### src/rtl/fetch_stage_if.sv
// Fetch-stage bus: PC/start/jump control in, instruction memory port, IR and perf outputs.
// master is the PC/top-level side; slave is the fetch stage.
interface fetch_stage_if #(
  parameter int unsigned D  = 10,
  parameter int unsigned W  = 9,
  parameter int unsigned CW = 16
) ();
  logic          start;
  logic [D-1:0]  pc_in;
  logic          jump_taken;
  logic [D-1:0]  imem_addr;
  logic [W-1:0]  imem_rdata;
  logic [W-1:0]  instr_out;
  logic [D-1:0]  instr_pc;
  logic          instr_valid;
  logic          done;
  logic [CW-1:0] instr_count;
  logic [CW-1:0] bubble_count;

  modport master (
    output start, pc_in, jump_taken, imem_rdata,
    input  imem_addr, instr_out, instr_pc, instr_valid, done, instr_count, bubble_count
  );

  modport slave (
    input  start, pc_in, jump_taken, imem_rdata,
    output imem_addr, instr_out, instr_pc, instr_valid, done, instr_count, bubble_count
  );
endinterface

### src/rtl/fetch_stage.sv
// Instruction fetch stage: two-deep fetch pipeline (stage 1 tag + IR), jump flush, halt detect.
// Optional performance counters enabled by defining FETCH_PERF_EN.
module fetch_stage #(
  parameter int unsigned   D         = 10,
  parameter int unsigned   W         = 9,
  parameter logic [W-1:0]  HALT_WORD = '0,
  parameter int unsigned   CW        = 16
) (
  input logic          clk,
  input logic          reset,
  fetch_stage_if.slave bus
);

  typedef enum logic [1:0] {StIdle, StRun, StHalt} state_e;

  state_e       state_q;
  logic         s1_valid_q;
  logic [D-1:0] s1_pc_q;
  logic [W-1:0] instr_q;
  logic [D-1:0] instr_pc_q;
  logic         instr_valid_q;
  logic         done_q;
  logic         halt_det;

  assign bus.imem_addr = bus.pc_in;

  assign halt_det = (state_q == StRun) && instr_valid_q && (instr_q == HALT_WORD);

  always_ff @(posedge clk) begin
    if (reset) begin
      state_q       <= StIdle;
      s1_valid_q    <= 1'b0;
      s1_pc_q       <= '0;
      instr_q       <= '0;
      instr_pc_q    <= '0;
      instr_valid_q <= 1'b0;
      done_q        <= 1'b0;
    end else if (bus.start) begin
      // IR contents are kept; only the valid bits are dropped on restart.
      state_q       <= StRun;
      s1_valid_q    <= 1'b0;
      s1_pc_q       <= '0;
      instr_valid_q <= 1'b0;
      done_q        <= 1'b0;
    end else begin
      unique case (state_q)
        StRun: begin
          s1_valid_q    <= !bus.jump_taken && !halt_det;
          s1_pc_q       <= bus.pc_in;
          instr_q       <= bus.imem_rdata;
          instr_pc_q    <= s1_pc_q;
          instr_valid_q <= s1_valid_q && !bus.jump_taken && !halt_det;
          if (halt_det) begin
            state_q <= StHalt;
            done_q  <= 1'b1;
          end
        end
        default: begin
          instr_valid_q <= 1'b0;
        end
      endcase
    end
  end

  assign bus.instr_out   = instr_q;
  assign bus.instr_pc    = instr_pc_q;
  assign bus.instr_valid = instr_valid_q;
  assign bus.done        = done_q;

`ifdef FETCH_PERF_EN
  localparam logic [CW-1:0] CntMax = '1;
  localparam logic [CW-1:0] CntOne = CW'(1);

  logic [CW-1:0] instr_count_q, instr_count_d;
  logic [CW-1:0] bubble_count_q, bubble_count_d;

  // Both counters saturate rather than wrap.
  always_comb begin
    instr_count_d  = instr_count_q;
    bubble_count_d = bubble_count_q;
    if (reset || bus.start) begin
      instr_count_d  = '0;
      bubble_count_d = '0;
    end else if (state_q == StRun) begin
      if (instr_valid_q) begin
        if (instr_count_q != CntMax) instr_count_d = instr_count_q + CntOne;
      end else begin
        if (bubble_count_q != CntMax) bubble_count_d = bubble_count_q + CntOne;
      end
    end
  end

  always_ff @(posedge clk) begin
    instr_count_q  <= instr_count_d;
    bubble_count_q <= bubble_count_d;
  end

  assign bus.instr_count  = instr_count_q;
  assign bus.bubble_count = bubble_count_q;
`else
  assign bus.instr_count  = {CW{1'b0}};
  assign bus.bubble_count = {CW{1'b0}};
`endif

endmodule

### src/flat_wrapper.sv
// flat-port wrapper written by rule: the top's interface ports become plain ports
module fetch_stage_flat 
#(
  parameter int unsigned   D         = 10,
  parameter int unsigned   W         = 9,
  parameter logic [W-1:0]  HALT_WORD = '0,
  parameter int unsigned   CW        = 16
)
  (clk, reset, bus_start, bus_pc_in, bus_jump_taken, bus_imem_rdata, bus_imem_addr, bus_instr_out, bus_instr_pc, bus_instr_valid, bus_done, bus_instr_count, bus_bubble_count);
  fetch_stage_if #(.D(D), .W(W), .CW(CW)) bus_i ();
  input logic clk;
  input logic reset;
  input wire logic [$bits(bus_i.start)-1:0] bus_start;
  input wire logic [$bits(bus_i.pc_in)-1:0] bus_pc_in;
  input wire logic [$bits(bus_i.jump_taken)-1:0] bus_jump_taken;
  input wire logic [$bits(bus_i.imem_rdata)-1:0] bus_imem_rdata;
  output wire logic [$bits(bus_i.imem_addr)-1:0] bus_imem_addr;
  output wire logic [$bits(bus_i.instr_out)-1:0] bus_instr_out;
  output wire logic [$bits(bus_i.instr_pc)-1:0] bus_instr_pc;
  output wire logic [$bits(bus_i.instr_valid)-1:0] bus_instr_valid;
  output wire logic [$bits(bus_i.done)-1:0] bus_done;
  output wire logic [$bits(bus_i.instr_count)-1:0] bus_instr_count;
  output wire logic [$bits(bus_i.bubble_count)-1:0] bus_bubble_count;
  assign bus_i.start = bus_start;
  assign bus_i.pc_in = bus_pc_in;
  assign bus_i.jump_taken = bus_jump_taken;
  assign bus_i.imem_rdata = bus_imem_rdata;
  assign bus_imem_addr = bus_i.imem_addr;
  assign bus_instr_out = bus_i.instr_out;
  assign bus_instr_pc = bus_i.instr_pc;
  assign bus_instr_valid = bus_i.instr_valid;
  assign bus_done = bus_i.done;
  assign bus_instr_count = bus_i.instr_count;
  assign bus_bubble_count = bus_i.bubble_count;
  fetch_stage #(.D(D), .W(W), .HALT_WORD(HALT_WORD), .CW(CW)) u_core (.clk(clk), .reset(reset), .bus(bus_i));
endmodule
### config.mk
export PLATFORM = sky130hd
export DESIGN_NAME = fetch_stage_flat
export DESIGN_NICKNAME = d
export VERILOG_FILES = /design/src/rtl/fetch_stage_if.sv /design/src/rtl/fetch_stage.sv /design/src/flat_wrapper.sv
export SDC_FILE = /design/constraint.sdc
export NUM_CORES = 1
export LEC_CHECK = 0
export CAP_MARGIN = 20
export CORE_UTILIZATION = 45
export CTS_BUF_LIST = sky130_fd_sc_hd__clkbuf_4 sky130_fd_sc_hd__clkbuf_8
export DETAILED_ROUTE_END_ITERATION = 10
export DONT_BUFFER_PORTS = 1
export HOLD_SLACK_MARGIN = 0.08
export SETUP_SLACK_MARGIN = 0.4
export SYNTH_ARGS = -nofsm -noshare
export SYNTH_HDL_FRONTEND = slang
export SYNTH_SLANG_ARGS = --single-unit
### constraint.sdc
create_clock -name clk -period 1.7 [get_ports clk]
set_clock_uncertainty 0.2 [all_clocks]
set_input_delay 0.255 -clock clk [delete_from_list [all_inputs] [get_ports clk]]
set_output_delay 0.255 -clock clk [all_outputs]
set_load 0.005 [all_outputs]
# Yosys cells after proc, flatten, opt, wreduce, memory -nomap -nowiden
# Cells that the tools add are included.
[op_classes] mux=3 reduce_logical=15 n_bitwise=2 n_eq_ne=1
[ops] cell="9-bit zero test" n=1
[ops] cell="2-bit AND reduction" n=3
[ops] cell="1-bit logical AND" n=5
[ops] cell="2-bit nonzero test" n=2
[ops] cell="1-bit 2-to-1 mux" n=3
[ops] cell="3-bit OR reduction" n=1
[ops] cell="2-bit by 1-bit equality test with 1-bit output (second input constant)" n=1
[ops] cell="1-bit zero test" n=2
[ops] cell="1-bit inverter" n=2
[ops] cell="2-bit OR reduction" n=1
[totals] in_bits=23 ff_bits=33 wordCells=28 output_inout_bits=63

# Longest topological paths before layout
# Gate-level depths: netlist (run 1).
[depth] depth_word=6 mapped_depth=5 mapped_depth_nobuf=3

# Worst setup path before layout (run 1)
# OpenSTA, ideal clock, no wires.
[synth_path] path_kind="register -> register" startpoint="reg u_core.bus.done (netlist name)" endpoint="reg u_core.instr_q[8], in the netlist u_core.bus.instr_out[8]" setup_ns=0.132 path_stages_with_launch=6 t_arrival_ns=1.121 setup_slack_ns=0.247 required_ns=1.368 synth_period_minus_slack_ns=1.453 n_path_buf=2 path_cell_list="dfxtp_1 > or3b_1 > buf_6 > buf_6 > nand2_1 > a21oi_1"
[synth_lines] element="end signal, assigned" line_no="fetch_stage.sv:50" rtl="instr_q <= bus.imem_rdata;"
[synth_lines] element="end, declared" line_no="fetch_stage.sv:19" rtl="logic [W-1:0] instr_q;"

==> impl_metrics.json, run 1 <==
{
  "rsz0062_at_grt": "yes",
  "worstPathCellList": "or3b_1, buf_6, nand2_1, a21oi_1",
  "synth_area_mm2": 0.00152,
  "num_io_pins": 86,
  "status": "finished, violations left",
  "critPathMaxFanout": 19,
  "drc": 0,
  "first_pass_iters": 4,
  "slew_viol_final": 0,
  "rr_startpoint": "u_core.bus.done$_SDFFE_PP0P_",
  "grt_start_max_net_pins": 23,
  "violations": "hold timing",
  "cts_sinks": 33,
  "min_path_type": "input pin to register",
  "power.density_cell_area_mw_per_mm2": 862,
  "layout_commonest_cell": "nand2_1",
  "fin_setup_tns_ns": 0,
  "ys_types": 22,
  "crit_path_end_kind": "register",
  "max_cap_viol_count": 0,
  "leakagePower_nw": 0.609,
  "clkTransAtPathRegs_ns": 0.11,
  "fin_crit_ns": 1.36,
  "die_w_um": 60.2,
  "cts_tree": "built",
  "io_buffers": 0,
  "required_ns": 1.73,
  "cts_setup_buffers": 0,
  "gp_congestion": 0.718,
  "drive_above_1_share_pct": 11.9,
  "n_antenna_cell": 0,
  "cp_num_buf_inv": 1,
  "rrSetupSlack_ns": 0.34,
  "die_area_mm2": 0.00362,
  "cts.path.max_buffers": 2,
  "hold_viol_final": 20,
  "cp_slowest_cell": "dfxtp_4",
  "cts-buffers-inserted": 5,
  "setup_violations": 0,
  "yosysSeqAreaShare_pct": 43.3,
  "start_util_pct": 48.7,
  "mostFrequentLayoutCells": "nand2_1 (58), conb_1 (32), a21oi_1 (29)",
  "area_growth_pct": 3.28,
  "power_mw": 1.36,
  "rows": 20,
  "antenna_left": 0,
  "ys_ff_latch": 33,
  "clk_root_buffer_cell": "clkbuf_4",
  "worstPathArrival_ns": 1.39,
  "hold_ws_ns": -0.232,
  "grt_pass1_wl_um": 4150,
  "synth_warnings": 0,
  "crit_start": "u_core.bus.done$_SDFFE_PP0P_",
  "finalNetCount": 216,
  "hold_buffers": 13,
  "syn_inst": 189,
  "dp_hpwl_um": 1920,
  "die_h_um": 60.2,
  "synth_area_per_cell_um2": 8.06,
  "postLayoutCoreUtil_pct": 50.3,
  "wire_per_inst_um": 11.8,
  "grt-ovfl-total": 0,
  "clkLatencyLatePin_ns": 0.34,
  "first_iter_violations": 59,
  "via_per_inst": 4.61,
  "clock.fmax_mhz": 733,
  "worst_setup_path_start_kind": "register",
  "max_stage_delay_ns": 0.39,
  "grt_pass1_vias": 941,
  "antenna_found_initial": 0,
  "critical_path_class": "register to register",
  "core_area_mm2": 0.00313,
  "fin_crit_sh_pct": 80.3,
  "crit_family": "simple AND/OR/NAND/NOR gates",
  "ctsHtreeMaxLevel": 2,
  "grtUsageTotal_pct": 16.4,
  "ir_worst_vdd_v": 0.000497,
  "vias": 1097,
  "totalWireLength_um": 2820,
  "hold_start": "reset"
}
==> sequential cells by signal, indices dropped and copies added, names as in the netlist <==
signal / flops
u_core.bus.done: 1
u_core.s1_valid_q: 1
u_core.state_q: 1
u_core.bus.instr_valid: 1
u_core.s1_pc_q: 10
u_core.bus.instr_out: 9
u_core.bus.instr_pc: 10
==> cells by family after synthesis <==
logic type,share of synthesized area [%]
AND/OR/NAND/NOR,21.0
AO/OA/AOI/OAI,11.2
buffers and inverters,24.2
flip-flops,43.3
other,0.246
==> per-stage QoR <==
step | cell area (um^2) | worst slack, ns | std cells | hold slack, ns
global route | 1570 | 0.281 | 238 | -0.267
CTS | 1560 | 0.328 | 238 | -0.247
global placement | 1350 | 0.342 | 217 | 0.124
finish | 1570 | 0.335 | 238 | -0.232
floorplan | 1650 | 0.304 | 220 | 0.132
detailed placement | 1350 | 0.273 | 217 | 0.127
==> path summary, 6_finish.rpt <==
check,to,cells past startpoint
worst min-delay path,u_core.bus.instr_pc[4]$_SDFFE_PP0P_,1
worst min register to register,u_core.bus.instr_pc[4]$_SDFFE_PP0P_,2
worst max-delay path,u_core.bus.instr_out[2]$_SDFFE_PP0P_,4
worst max register to register,u_core.bus.instr_out[2]$_SDFFE_PP0P_,4
==> layout make-up <==
class / instances / area [um^2]
Tap cell: 44 / 55.1
Fill cell: 324 / 1550
Multi-Input combinational cell: 137 / 637
Timing Repair Buffer: 16 / 156
Clock buffer: 5 / 37.5
Clock inverter: 3 / 16.3
Sequential cell: 33 / 672
==> Yosys cell counts <==
master	count	area (um^2)
nand2_1	58	218
buf_4	42	315
dfxtp_1	33	661
a21oi_1	29	145
clkbuf_1	4	15.0
buf_6	3	33.8
nor2_1	3	11.3
nand3_1	2	10.0
nor4_1	2	12.5
a211oi_1	1	7.51
a22o_1	1	8.76
and2_1	1	6.26
and2b_1	1	7.51
and4b_1	1	10.0
buf_2	1	5.00
conb_1	1	3.75
nand2b_1	1	6.26
nor3_1	1	5.00
nor3b_4	1	18.8
o41ai_1	1	8.76
or2_2	1	6.26
or3b_1	1	8.76
==> timing repair <==
action	4_1_cts	5_1_grt
setup endpoints to repair	24	23
resized for setup	8	3
pin swaps	1	1
gates cloned	0	0
hold endpoints to repair	33	31
==> routing by layer <==
layer	GRT usage, %	up-vias	part of all wire (%)
li1	-	546	-
met1	16.6	483	40
met2	26.5	61	46
met3	9.31	7	12
met4	8.64	0	1.8
met5	0	-	0
==> worst register-to-register path: stages, from the launching register on <==
cell     delay, ns
dfxtp_4       0.39
or3b_1        0.36
buf_6         0.17
nand2_1       0.08
a21oi_1       0.06
==> where the power goes <==
part / leakage (nW) / switching (mW) / internal, mW / total [mW]
sequential: 0.270 / 0.0191 / 0.791 / 0.810
clock: 0.0353 / 0.269 / 0.157 / 0.427
combinational: 0.303 / 0.0670 / 0.0533 / 0.120
total: 0.609 / 0.356 / 1.00 / 1.36
Note: power is estimated with default switching activity, not from simulation.
==> run 2: changes to the inputs <==
==> constraint.sdc (replaced) <==
create_clock -name clk -period 1.4 [get_ports clk]
set_clock_uncertainty 0.2 [all_clocks]
set_input_delay 0.21 -clock clk [delete_from_list [all_inputs] [get_ports clk]]
set_output_delay 0.21 -clock clk [all_outputs]
set_load 0.005 [all_outputs]
==> run 2 against run 1 <==
Sequential share of layout area decreased by 6.0 points. Register-to-register slack got worse by 0.30 ns. Critical path type unchanged. Core utilization increased by 11 points. Global-route usage decreased by 0.29 points. Routed wire length increased by 13%. Sequential power increased by 21%. First-iteration DRC count decreased by 75%. Count of clock-buffer cells in the layout unchanged. The run still ends with hold timing left. Cell count increased by 2.9%. Largest power group unchanged.
==> impl_metrics.json, run 2 (synthesis gave the netlist of run 1 again) <==
{
  "cts-buffers-inserted": 5,
  "fin_crit_ns": 1.36,
  "slew_viol_final": 0,
  "clock.fmax_mhz": 733,
  "fill_cells": 285,
  "hold_viol_final": 23,
  "worstPathArrival_ns": 1.40,
  "grt_pass1_vias": 900,
  "ir_worst_vdd_v": 0.000573,
  "dp.cells": 223,
  "required_ns": 1.44,
  "hold_buffers": 11,
  "leakagePower_nw": 0.742,
  "drive_above_1_share_pct": 49.8,
  "totalWireLength_um": 3180,
  "gp_congestion": 0.761,
  "clk_root_buffer_cell": "clkbuf_4",
  "num_io_pins": 86,
  "first_pass_iters": 2,
  "hold_ws_ns": -0.287,
  "grt_start_max_net_pins": 23,
  "n_antenna_cell": 0,
  "max_cap_viol_count": 0,
  "io_buffers": 0,
  "vias": 1163,
  "crit_path_end_kind": "register",
  "grt-ovfl-total": 0,
  "worstPathCellList": "or3b_4, buf_6, nand2_2, a21oi_2",
  "antenna_left": 0,
  "cts.path.max_buffers": 2,
  "area_growth_pct": 25.6,
  "antenna_found_initial": 0,
  "max_stage_delay_ns": 0.42,
  "violations": "hold timing",
  "wire_per_inst_um": 13.0,
  "rsz0062_at_grt": "yes",
  "grt_pass1_wl_um": 4150,
  "core_area_mm2": 0.00313,
  "mostFrequentLayoutCells": "conb_1 (32), nand2_1 (28), a21oi_2 (22)",
  "cts_sinks": 33,
  "ctsHtreeMaxLevel": 2,
  "power.density_cell_area_mw_per_mm2": 903,
  "finalNonFillerCells": 245,
  "cp_slowest_cell": "or3b_4",
  "status": "finished, violations left",
  "layout_commonest_cell": "conb_1",
  "start_util_pct": 48.7,
  "finalNetCount": 223,
  "dp_hpwl_um": 1940,
  "die_area_mm2": 0.00362,
  "fin_setup_tns_ns": 0,
  "die_h_um": 60.2,
  "critPathMaxFanout": 5,
  "via_per_inst": 4.75,
  "fin_crit_sh_pct": 97.4,
  "drc": 0,
  "grtUsageTotal_pct": 16.1,
  "postLayoutCoreUtil_pct": 61.2,
  "clkTransAtPathRegs_ns": 0.10,
  "clkLatencyLatePin_ns": 0.34,
  "die_w_um": 60.2,
  "worst_setup_path_start_kind": "register",
  "first_iter_violations": 15,
  "setup_violations": 0,
  "min_path_type": "input pin to register",
  "critical_path_class": "register to register",
  "cts_tree": "built",
  "rows": 20
}
run 2: changes by cell type in the layout (fill, tap and decap cells not counted), moves of 4 or more:
| cell | before | now |
|---|---|---|
| nand2_2 | 0 | 20 |
| nand2_4 | 0 | 10 |
| dfxtp_2 | 3 | 16 |
| buf_6 | 1 | 9 |
| a21oi_2 | 0 | 22 |
| nand2_1 | 58 | 28 |
| dfxtp_4 | 2 | 6 |
| dfxtp_1 | 28 | 11 |
| a21oi_1 | 29 | 7 |
run 2: cell type report:
type	instances	area [um^2]	area share, %
multi-input combinational	137	838	43.8
sequential	33	703	36.7
timing repair buffer	23	264	13.8
tap	44	55.1	2.88
clock buffer	5	37.5	1.96
clock inverter	3	16.3	0.850
run 2: routing by layer:
layer / wire length, um / up-vias / GRT usage [%] / part of all wire (%)
met4: 28 / 0 / 5.98 / 0.88
met1: 1210 / 538 / 18.4 / 38
met2: 1630 / 61 / 25.3 / 51
li1: - / 560 / - / -
met5: 0 / - / 0 / 0
met3: 316 / 4 / 8.44 / 9.9
run 2: timing repair:
item                       4_1_cts  5_1_grt
gates resized for setup         33       68
buffers inserted                 0        0
hold endpoints to repair        33       33
pin swaps                        4       10
setup endpoints to repair       54       54
gates cloned                     1        2
run 2: power by group:
group	internal [mW]	total [mW]	switching, mW
clock network	0.191	0.512	0.322
logic	0.112	0.236	0.125
registers	0.956	0.979	0.0236
run 2: final timing paths:
kind	startpoint	endpoint	slack, ns	cells past startpoint
hold reg to reg	u_core.s1_pc_q[5]$_SDFFE_PP0N_	u_core.bus.instr_pc[5]$_SDFFE_PP0P_	0.25	2
hold / removal	reset	u_core.bus.instr_pc[6]$_SDFFE_PP0P_	-0.29	1
setup reg to reg	u_core.bus.done$_SDFFE_PP0P_	u_core.bus.instr_pc[0]$_SDFFE_PP0P_	0.04	4
setup / recovery	u_core.bus.done$_SDFFE_PP0P_	u_core.bus.instr_pc[0]$_SDFFE_PP0P_	0.04	4
run 2: metrics by stage:
stage / cell area [um^2] / setup slack (ns) / total power [mW]
floorplan: 1660 / 0.00448 / 1.19
global placement: 1410 / 0.0483 / 1.12
detailed placement: 1410 / -0.0135 / 1.13
CTS: 1650 / 0.0460 / 1.69
global route: 1910 / -0.0167 / 1.82
finish: 1910 / 0.0361 / 1.73
run 2: critical path, delay by kind of cell, from the launching register on:
kind                   cells  cell delay [ns]
AO/OA/AOI/OAI              1             0.05
buffers and inverters      1             0.16
flip-flops                 1             0.38
AND/OR/NAND/NOR            2             0.49
==> run 3: changes to the inputs <==
--- a/config.mk
+++ b/config.mk
@@ -6,11 +6,12 @@
 export NUM_CORES = 1
 export LEC_CHECK = 0
 export CAP_MARGIN = 20
-export CORE_UTILIZATION = 45
+export CORE_UTILIZATION = 65
 export CTS_BUF_LIST = sky130_fd_sc_hd__clkbuf_4 sky130_fd_sc_hd__clkbuf_8
 export DETAILED_ROUTE_END_ITERATION = 10
 export DONT_BUFFER_PORTS = 1
 export HOLD_SLACK_MARGIN = 0.08
+export PLACE_DENSITY = 0.81
 export SETUP_SLACK_MARGIN = 0.4
 export SYNTH_ARGS = -nofsm -noshare
 export SYNTH_HDL_FRONTEND = slang
==> run 3 against run 2 <==
Sequential share of layout area is 2.1 points higher. Total power is 0.88% lower. Via count is 2.5% higher. Worst setup slack worse by 0.0096 ns. The flow still finishes with violations (hold timing). Flip-flop and latch count stayed put. First-iteration DRC count is 60% higher. Die area is 30% lower. Register-to-register slack hardly changed. Routed wire length is 1.5% higher. Non-clock buffer count is 2 higher.
==> impl_metrics.json, run 3 (synthesis gave the netlist of run 1 again) <==
{
  "critPathMaxFanout": 4,
  "setup_ws_ns": 0.0265,
  "ir_worst_vdd_v": 0.000731,
  "cp_slowest_cell": "dfxtp_2",
  "cts.path.max_buffers": 2,
  "antenna_left": 0,
  "worstPathCellList": "nor4_2, and4b_2, a211oi_1",
  "grt-ovfl-total": 0,
  "violations": "hold timing",
  "seq_area_um2": 691,
  "clkTransAtPathRegs_ns": 0.11,
  "finalNonFillerCells": 231,
  "die_w_um": 50.4,
  "rows": 17,
  "multi_input_area_um2": 718,
  "grt_pass1_vias": 1053,
  "core_area_mm2": 0.00221,
  "gp_congestion": 0.725,
  "cts_sinks": 33,
  "fin_crit_sh_pct": 98.1,
  "ctsHtreeMaxLevel": 2,
  "hold_buffers": 11,
  "io_buffers": 0,
  "wire_per_inst_um": 14.0,
  "critical_path_class": "register to register",
  "first_pass_iters": 4,
  "n_antenna_cell": 0,
  "grtUsageTotal_pct": 24.7,
  "power.density_cell_area_mw_per_mm2": 962,
  "worstPathArrival_ns": 1.38,
  "leakagePower_nw": 0.692,
  "crit_path_end_kind": "register",
  "finalNetCount": 225,
  "die_area_mm2": 0.00254,
  "area_growth_pct": 16.8,
  "fill_cells": 167,
  "die_h_um": 50.4,
  "setup_violations": 0,
  "min_path_type": "input pin to register",
  "power_mw": 1.71,
  "first_iter_violations": 24,
  "clock.fmax_mhz": 728,
  "start_util_pct": 68.9,
  "preCtsSetupSlack_ns": 0.0345,
  "rsz0062_at_grt": "yes",
  "slew_viol_final": 0,
  "totalWireLength_um": 3230,
  "cts-buffers-inserted": 5,
  "fin_crit_ns": 1.37,
  "status": "finished, violations left",
  "vias": 1192,
  "hold_viol_final": 22,
  "mostFrequentLayoutCells": "nand2_1 (45), conb_1 (32), dfxtp_2 (21)",
  "hold_ws_ns": -0.277,
  "drive_above_1_share_pct": 38.4,
  "layout_commonest_cell": "nand2_1",
  "crit_family": "simple AND/OR/NAND/NOR gates",
  "worst_setup_path_start_kind": "register",
  "grt_pass1_wl_um": 4510,
  "dp_hpwl_um": 1820,
  "grt_start_max_net_pins": 23,
  "num_io_pins": 86,
  "max_stage_delay_ns": 0.35,
  "drc": 0,
  "max_cap_viol_count": 0,
  "required_ns": 1.40,
  "via_per_inst": 5.16,
  "antenna_found_initial": 0,
  "clk_root_buffer_cell": "clkbuf_4",
  "cts_tree": "built",
  "cp_num_buf_inv": 0,
  "clkLatencyLatePin_ns": 0.33,
  "dp.cells": 206
}
==> run 3: final cells by class <==
class | count | area share (%)
clock buffers | 5 | 2.11
multi-input cells | 137 | 40.3
well taps | 28 | 1.97
repair buffers | 25 | 15.9
flip-flops and latches | 33 | 38.8
clock inverters | 3 | 0.914
==> run 3: routing by layer <==
metal | vias to the layer above | GRT usage (%) | wire [um]
met5 | - | 0 | 0
met4 | 0 | 13.9 | 90
met3 | 8 | 13.0 | 308
met2 | 64 | 38.7 | 1600
met1 | 556 | 26.6 | 1220
li1 | 564 | - | -
==> run 3: power by group <==
part	total [mW]	switching (mW)	internal, mW
combinational	0.212	0.109	0.103
clock	0.516	0.325	0.191
sequential	0.984	0.0211	0.963
==> run 3: stage by stage <==
stage / util, % / hold slack [ns] / setup TNS (ns) / instance area, um^2
floorplan: - / 0.0873 / 0 / 1660
CTS: 73.1 / -0.297 / 0 / 1620
detailed placement: 62.7 / 0.0762 / 0 / 1390
finish: 80.5 / -0.277 / 0 / 1780
global route: 80.5 / -0.308 / -0.00384 / 1780
global placement: 62.7 / 0.0736 / 0 / 1390
==> run 3: worst paths after layout <==
kind                                                            from                                  end  slack (ns)  depth (start not counted)
worst min register to register        u_core.s1_pc_q[6]$_SDFFE_PP0N_  u_core.bus.instr_pc[6]$_SDFFE_PP0P_        0.26                          2
worst min-delay path                                           reset  u_core.bus.instr_pc[2]$_SDFFE_PP0P_       -0.28                          1
worst max register to register  u_core.bus.instr_out[4]$_SDFFE_PP0P_       u_core.state_q[0]$_SDFFE_PP0P_        0.03                          3
worst max-delay path            u_core.bus.instr_out[4]$_SDFFE_PP0P_       u_core.state_q[0]$_SDFFE_PP0P_        0.03                          3
==> run 3: repair_timing <==
item / 4_1_cts / 5_1_grt
cloned: 1 / 3
setup buffers: 1 / 1
endpoints found under the setup margin: 54 / 54
pin swaps: 1 / 20
endpoints found under the hold margin: 33 / 33
resized for setup: 27 / 37
